==> config.mk <==
export PLATFORM = sky130hd
export DESIGN_NAME = cpu_controller_mc
export DESIGN_NICKNAME = d
export VERILOG_FILES = /design/src/rtl/cpu_controller_mc.sv
export SDC_FILE = /design/constraint.sdc
export NUM_CORES = 1
export LEC_CHECK = 0
export BUFFER_PORTS_ARGS = -buffer_cell sky130_fd_sc_hd__buf_2
export CAP_MARGIN = 25
export CORE_AREA = 2 2 64 66
export DETAILED_ROUTE_END_ITERATION = 8
export DIE_AREA = 0 0 66 68
export PLACE_DENSITY_LB_ADDON = 0.08
export SYNTH_ARGS = -nofsm -noshare
export SYNTH_HDL_FRONTEND = slang
export SYNTH_SLANG_ARGS = --single-unit
==> constraint.sdc <==
create_clock -name clk -period 1.61 [get_ports clk]
set_input_delay 0.2415 -clock clk [delete_from_list [all_inputs] [get_ports clk]]
set_output_delay 0.2415 -clock clk [all_outputs]
set_load 0.005 [all_outputs]
==> src/rtl/cpu_controller_mc.sv <==
// Multi-cycle fetch/decode/execute controller for the 16-bit CPU.
// Drives the IR/PC/register-file strobes and a handshaked memory port that has a wait-state timeout.
module cpu_controller_mc #(
  parameter int OPW      = 4,
  parameter int NREG     = 4,
  parameter int WAIT_MAX = 8,
  parameter int CW       = 16,
  localparam int RW      = (NREG > 1) ? $clog2(NREG) : 1
) (
  input  logic            clk,
  input  logic            rst,
  input  logic            en,
  input  logic [OPW-1:0]  opcode,
  input  logic [RW-1:0]   rd,
  input  logic            zero,
  input  logic            mem_ready,
  output logic            mem_req,
  output logic            mem_we,
  output logic            addr_sel,
  output logic            load_ir,
  output logic            load_pc,
  output logic            inc_pc,
  output logic [NREG-1:0] load_reg,
  output logic            mem_to_reg,
  output logic            mode,
  output logic [OPW-2:0]  alu_op,
  output logic            halted,
  output logic            err,
  output logic [CW-1:0]   instr_count
);

  localparam int WW = $clog2(WAIT_MAX + 1);

  typedef enum logic [2:0] {
    S_IDLE, S_FETCH, S_DECODE, S_EXEC, S_MEM, S_HALT, S_ERROR
  } state_t;

  state_t          state, state_nxt;
  logic [WW-1:0]   wait_cnt;
  logic [3:0]      cls;
  logic [NREG-1:0] dec_reg;
  logic            is_store;
  logic            wait_expired;
  logic            halt_entry;

  assign cls          = opcode[OPW-1:OPW-4];
  assign is_store     = (cls == 4'b0101);
  assign wait_expired = !mem_ready && (wait_cnt == WW'(WAIT_MAX - 1));
  assign dec_reg      = (int'(rd) < NREG) ? (NREG'(1) << rd) : '0;
  assign halted       = (state == S_HALT);
  assign err          = (state == S_ERROR);
  assign halt_entry   = en && (state == S_EXEC) && (cls == 4'b0011);

  always_ff @(posedge clk or posedge rst) begin
    if (rst) begin
      state       <= S_IDLE;
      wait_cnt    <= '0;
      instr_count <= '0;
    end else begin
      state <= state_nxt;
      if (en) begin
        if (state_nxt != state)
          wait_cnt <= '0;
        else if (mem_req && !mem_ready)
          wait_cnt <= wait_cnt + WW'(1);
      end
      if ((inc_pc || load_pc || halt_entry) && (instr_count != {CW{1'b1}}))
        instr_count <= instr_count + CW'(1);
    end
  end

  always_comb begin
    state_nxt  = state;
    mem_req    = 1'b0;
    mem_we     = 1'b0;
    addr_sel   = 1'b0;
    load_ir    = 1'b0;
    load_pc    = 1'b0;
    inc_pc     = 1'b0;
    load_reg   = '0;
    mem_to_reg = 1'b0;
    mode       = 1'b0;
    alu_op     = '0;

    case (state)
      S_IDLE:   state_nxt = S_FETCH;
      S_FETCH: begin
        mem_req = 1'b1;
        if (mem_ready) begin
          load_ir   = 1'b1;
          state_nxt = S_DECODE;
        end else if (wait_expired) begin
          state_nxt = S_ERROR;
        end
      end
      S_DECODE: state_nxt = S_EXEC;
      S_EXEC: begin
        mode      = opcode[OPW-1];
        alu_op    = opcode[OPW-2:0];
        state_nxt = S_FETCH;
        if (cls[3]) begin
          load_reg = dec_reg;
          inc_pc   = 1'b1;
        end else begin
          case (cls[2:0])
            3'b000, 3'b001: begin
              load_reg = dec_reg;
              inc_pc   = 1'b1;
            end
            3'b010: begin
              load_pc = zero;
              inc_pc  = !zero;
            end
            3'b011:         state_nxt = S_HALT;
            3'b100, 3'b101: state_nxt = S_MEM;
            3'b110:         load_pc   = 1'b1;
            3'b111:         inc_pc    = 1'b1;
          endcase
        end
      end
      S_MEM: begin
        mem_req  = 1'b1;
        addr_sel = 1'b1;
        mem_we   = is_store;
        if (mem_ready) begin
          inc_pc    = 1'b1;
          state_nxt = S_FETCH;
          if (!is_store) begin
            load_reg   = dec_reg;
            mem_to_reg = 1'b1;
          end
        end else if (wait_expired) begin
          state_nxt = S_ERROR;
        end
      end
      default: state_nxt = state;
    endcase

    // A stall freezes the sequence and silences the memory port and every strobe.
    if (!en) begin
      state_nxt  = state;
      mem_req    = 1'b0;
      mem_we     = 1'b0;
      addr_sel   = 1'b0;
      load_ir    = 1'b0;
      load_pc    = 1'b0;
      inc_pc     = 1'b0;
      load_reg   = '0;
      mem_to_reg = 1'b0;
    end
  end

endmodule

# Yosys cells after proc, flatten, opt, wreduce, memory -nomap -nowiden
# Index checks and enable logic that the tools add are counted.
[totals] latch_bits=0 ff_bits=23 inputBits=11 out_inout_bits=33 rom_bits=0 memories=0 ram_bits=0
[op_classes] shifts=1 mux=38 addsub=2 eq_ne=18 order_cmp=0 bitwise=0 mul=0 n_reduce_logical=17 div_mod_pow=0
[op_table] operator="$mux 4" n=7
[op_table] operator="$eq 3x3->1 const B" n=7
[op_table] operator="$mux 1" n=19
[op_table] operator="$mux 3" n=6
[op_table] operator="$add 16x1->16 const B" n=1
[op_table] operator="$ne 16x16->1 const B" n=1
[op_table] operator="$pmux 3 s5" n=1
[op_table] operator="$eq 3x2->1 const B" n=4
[op_table] operator="$eq 4x3->1 const B" n=2
[op_table] operator="$pmux 4 s2" n=1
[op_table] operator="$eq 3x1->1 const B" n=2
[op_table] operator="$logic_not 3->1" n=2
[op_table] operator="$pmux 1 s2" n=3
[op_table] operator="$pmux 3 s2" n=1
[op_table] operator="$reduce_or 2->1" n=3
[op_table] operator="$logic_and 1x1->1" n=5
[op_table] operator="$add 4x1->4 const B" n=1
[op_table] operator="$eq 4x2->1 const B" n=1
[op_table] operator="$shl 1x2->4 const A" n=1
[op_table] operator="$ne 3x3->1" n=1
[op_table] operator="$reduce_or 3->1" n=1
[op_table] operator="$logic_not 1->1" n=2
[op_table] operator="$logic_or 1x1->1" n=2
[op_table] operator="$reduce_and 2->1" n=1
[op_table] operator="$reduce_bool 2->1" n=1

# Logic depth before layout (Yosys ltp)
[logic_depth] depth_word=9 ltp_mapped=7 ltp_nobuf=6

# Worst setup path after synthesis
# No wires, ideal clock.
[synth_timing] path_type="register to register" start="reg instr_count[0]" end="reg instr_count[14]" arrival_ps=1583 period_less_slack_ps=1708 slack_ps=-98 path_stages_with_launch=7 setup_ps=125 t_required_ps=1485 cell_sequence="dfrtp_1 ha_1 and4_1 and2_1 nand4_1 nor2_1 mux2_2"
[synth_via] elab_chain_len=2 word_cells_on_any_way=3 classes_between="add/sub: 1; eq/ne: 1; reduce/logical: 1"
[synth_lines] item="start: declaration" line_no="29" rtl="output logic [CW-1:0] instr_count"
[synth_lines] item="start signal: assignment" line_no="68" rtl="instr_count <= instr_count + CW'(1);"
[synth_lines] item="parallel branches: the longest is 2 deep, another holds $add 16x1->16"
# Several ways; the timed one is not identified.
# A chain may end at the register's enable or synchronous reset.

# Worst setup path after layout
[layout_timing] start="reg state[1]" end="out load_reg[0]"
[layout_via] elab_chain_len=3 word_cells_on_any_way=4 classes_between="eq/ne: 2; mux: 2"
[layout_lines] item="start: declaration" line_no="38" rtl="state_t state, state_nxt;"
[layout_lines] item="start signal: assignment" line_no="60" rtl="state <= state_nxt;"
[layout_lines] item="$eq 3x3->1 / $eq 3x2->1 (equally long branches)" line_no="85" rtl="case (state)"
[layout_lines] item="$pmux 4 s2 *" line_no="85"
[layout_lines] item="$mux 4 *" line_no="140" rtl="if (!en) begin"
[layout_lines] item="end: declaration" line_no="23" rtl="output logic [NREG-1:0] load_reg,"
# Mark *: on every way between the ends. The rest lies on a longest branch, timed or not.

==> impl_metrics.py <==
metrics = {
    "worst_setup_path": {
        "crit_buf_inv": 1,
        "cp_cell_sequence": "and4bb_2 -> a311oi_2 -> a21oi_2 -> nor3b_2 -> buf_2",
        "critPathKind": "flop to primary output",
        "path_delay_family": "simple AND/OR/NAND/NOR gates",
        "critical_path_arrival_ns": 1.57,
        "cp_max_fo": 4,
        "end_kind": "primary output",
        "required_ns": 1.37,
        "critPathSlowestCell": "dfrtp_1",
        "critical_path.max_stage_delay_ns": 0.39,
        "critical_path.startpoint_type": "flop",
    },
    "power": {
        "clkPwrFrac": 0.159,
        "power_density_nw_per_um2": 1030,
        "peakVddDrop_v": 0.000590,
        "power_w": 0.00219,
        "p_sw_frac": 0.344,
        "power.internal_w": 0.00144,
        "p_comb_frac": 0.509,
        "leakage_nw": 1.08,
        "p_seq_frac": 0.333,
        "power_switching_w": 0.000756,
    },
    "drt": {
        "wl_met2_um": 1870,
        "dr.first_iter.drc_count": 36,
        "routedWlPerCell_um": 12.7,
        "viasPerCell": 5.10,
        "via_count": 1443,
        "firstDrtPassIters": 4,
        "route.detailed.drc": 0,
        "antenna_left": 0,
        "wirelength_um": 3610,
        "dr.max_layer_used": "met4",
        "wl_met1_um": 1540,
        "met3_wirelength_um": 147,
    },
    "synthesis": {
        "syn_area_per_cell_um2": 9.30,
        "synthFlopType": "dfrtp_1",
        "ys_async_sr_fraction": 1.00,
        "syn_nets": 169,
        "synth_most_common_cell": "dfrtp_1",
        "synth_cell_types": 40,
        "synthCells": 156,
        "yosysTopAreaCellShare": 0.397,
        "synth-edff-count": 0,
        "synthTopCellsByCount": "dfrtp_1, nand2_1, o21ai_0, xnor2_1, nor2_1",
        "syn_area_um2": 1450,
        "yosysWarnings": 0,
        "yosysSeqAreaShare": 0.397,
        "synth_seq_cells": 23,
        "synth_area_leaders": "dfrtp_1, xnor2_1, o21ai_0",
        "synth_largest_area_cell": "dfrtp_1",
    },
    "sta": {
        "period_needed_ns": 1.81,
        "rsz0062_at_grt": "true",
        "max_slew_margin": 0.754,
        "max_clock_freq_mhz": 551,
        "fin_skew_ns": 0.00511,
        "post-route-period-util": 1.13,
        "fin_ws_ns": -0.204,
        "finalMaxSlewViolations": 0,
        "tightest_slew_ns": 0.365,
        "setup_violations": 26,
        "hold_viol_final": 0,
    },
    "place": {
        "dpl.hpwl_um": 2740,
        "gp_congestion": 0.831,
        "place_area_um2": 1920,
        "port_buffers": 43,
    },
    "grt": {
        "grt_overflow_total": 0,
        "grt_max_degree": 24,
        "grt_pass1_wl_um": 5700,
        "track_usage": 0.163,
        "grt_antenna_before_repair": 0,
        "grt_pass1_vias": 1317,
    },
    "floorplan": {
        "dieHeight_um": 68,
        "start_util": 0.376,
        "die_x_um": 66,
        "dieArea_um2": 4490,
        "core-area_um2": 3860,
        "num_rows": 23,
        "ioPinCount": 44,
    },
    "cts": {
        "clockBufferDepth": 2,
        "tritoncts": "built",
        "clk_latency_ns": 0.26,
        "root_buffer": "clkbuf_8",
        "hold_buffers": 0,
        "cts.sinks": 23,
        "cts_htree_levels": 1,
        "path_clk_slew_ns": 0.08,
        "cts_buffers": 3,
    },
    "cells_and_area": {
        "ff_latch_area_um2": 576,
        "fin_area_um2": 2130,
        "final_nets": 247,
        "area_growth_pct": 47.0,
        "antenna_cells": 0,
        "multi_input_area_um2": 915,
        "post-route-util": 0.553,
        "drive_above_1_share": 0.481,
        "num-fill-cells": 377,
    },
    "hold_path": {
        "worstHoldPathType": "input pin to asynchronous set/reset pin",
    },
    "status": {
        "run_status": "finished, violations left",
        "violations": "setup timing",
    },
    "run": {
        "max_cap_viol_count": 0,
    },
}
==> flip-flops by register name, summed over array words and instances, names as in the netlist <==
register     cells
wait_cnt         4
state            3
instr_count     16
==> worst paths after layout <==
path / slack, ns / cells past startpoint / start / end
worst max-delay path: -0.20 / 5 / state[1] / load_reg[0]
worst min-delay path: 0.003 / 3 / rst / instr_count[8]
worst max register to register: -0.08 / 7 / state[1] / instr_count[7]
worst min register to register: 0.50 / 1 / wait_cnt[3] / wait_cnt[3]
max in group asynchronous: 1.37 / 3 / rst / wait_cnt[0]
min in group clk: 0.37 / 3 / en / state[0]
==> placed cells by master (no fill, tap or decap), types with 3 or more instances in the layout <==
cell / n
and3_1: 9
buf_2: 43
buf_4: 35
buf_6: 3
clkbuf_8: 3
dfrtp_1: 23
nand2_1: 14
nand2b_1: 4
nand3_2: 3
nand4_1: 7
nor2_1: 9
nor3b_2: 3
o21ai_0: 11
xnor2_1: 12
==> layout make-up <==
cell class              count  share of cell area
inverters                   2             0.00352
flip-flops and latches     23               0.270
clock buffers               4              0.0211
well taps                  50              0.0293
repair buffers             82               0.247
multi-input cells         122               0.429
==> kinds of logic after synthesis <==
| kind of cell | count (synthesis) | synth area share |
|---|---|---|
| simple gates | 76 | 0.303 |
| compound gates | 27 | 0.132 |
| flops | 23 | 0.397 |
| xor+xnor | 13 | 0.0785 |
| buf+inv | 11 | 0.0423 |
| mux | 4 | 0.0302 |
| fa+ha+maj | 2 | 0.0173 |
==> stage by stage <==
| stage | TNS, ns | hold WS (ns) | worst slack [ns] | instances |
|---|---|---|---|---|
| after floorplan | -0.0515 | 0.243 | -0.0386 | 156 |
| after global placement | 0 | 0.291 | 0.0336 | 272 |
| after global routing | -4.51 | 0.0434 | -0.296 | 283 |
| final | -1.82 | 0.00346 | -0.204 | 283 |
| after detailed placement | -0.0214 | 0.300 | -0.0214 | 272 |
| after CTS | -1.56 | 0.0119 | -0.259 | 282 |
==> power by group through the flow <==
stage,Clock (W),Combinational (W),Sequential [W]
global placement,0,0.000852,0.000737
finish,0.000348,0.00112,0.000730
floorplan,0,0.000512,0.000750
CTS,0.000363,0.00103,0.000730
detailed placement,0,0.000869,0.000743
global route,0.000396,0.00125,0.000740
==> worst register-to-register path: stages (launching register included) <==
cell and delay [ns]:
dfrtp_1 0.39, and4bb_2 0.35, buf_4 0.12, a2bb2oi_2 0.06, a41oi_4 0.24, buf_6 0.17
nand4_1 0.11, xnor2_1 0.14
==> routing by layer <==
metal	global-route usage	vias to the layer above
met1	0.186	696
met2	0.304	22
met4	0.0434	0
li1	-	718
met3	0.0411	7
met5	0	-
==> what timing repair did <==
action	CTS	global route
endpoints found under the setup margin	14	34
pin swaps	14	15
gates cloned	0	0
resized for setup	9	21
buffers inserted	8	1
Note: power is estimated with default switching activity, not from simulation.
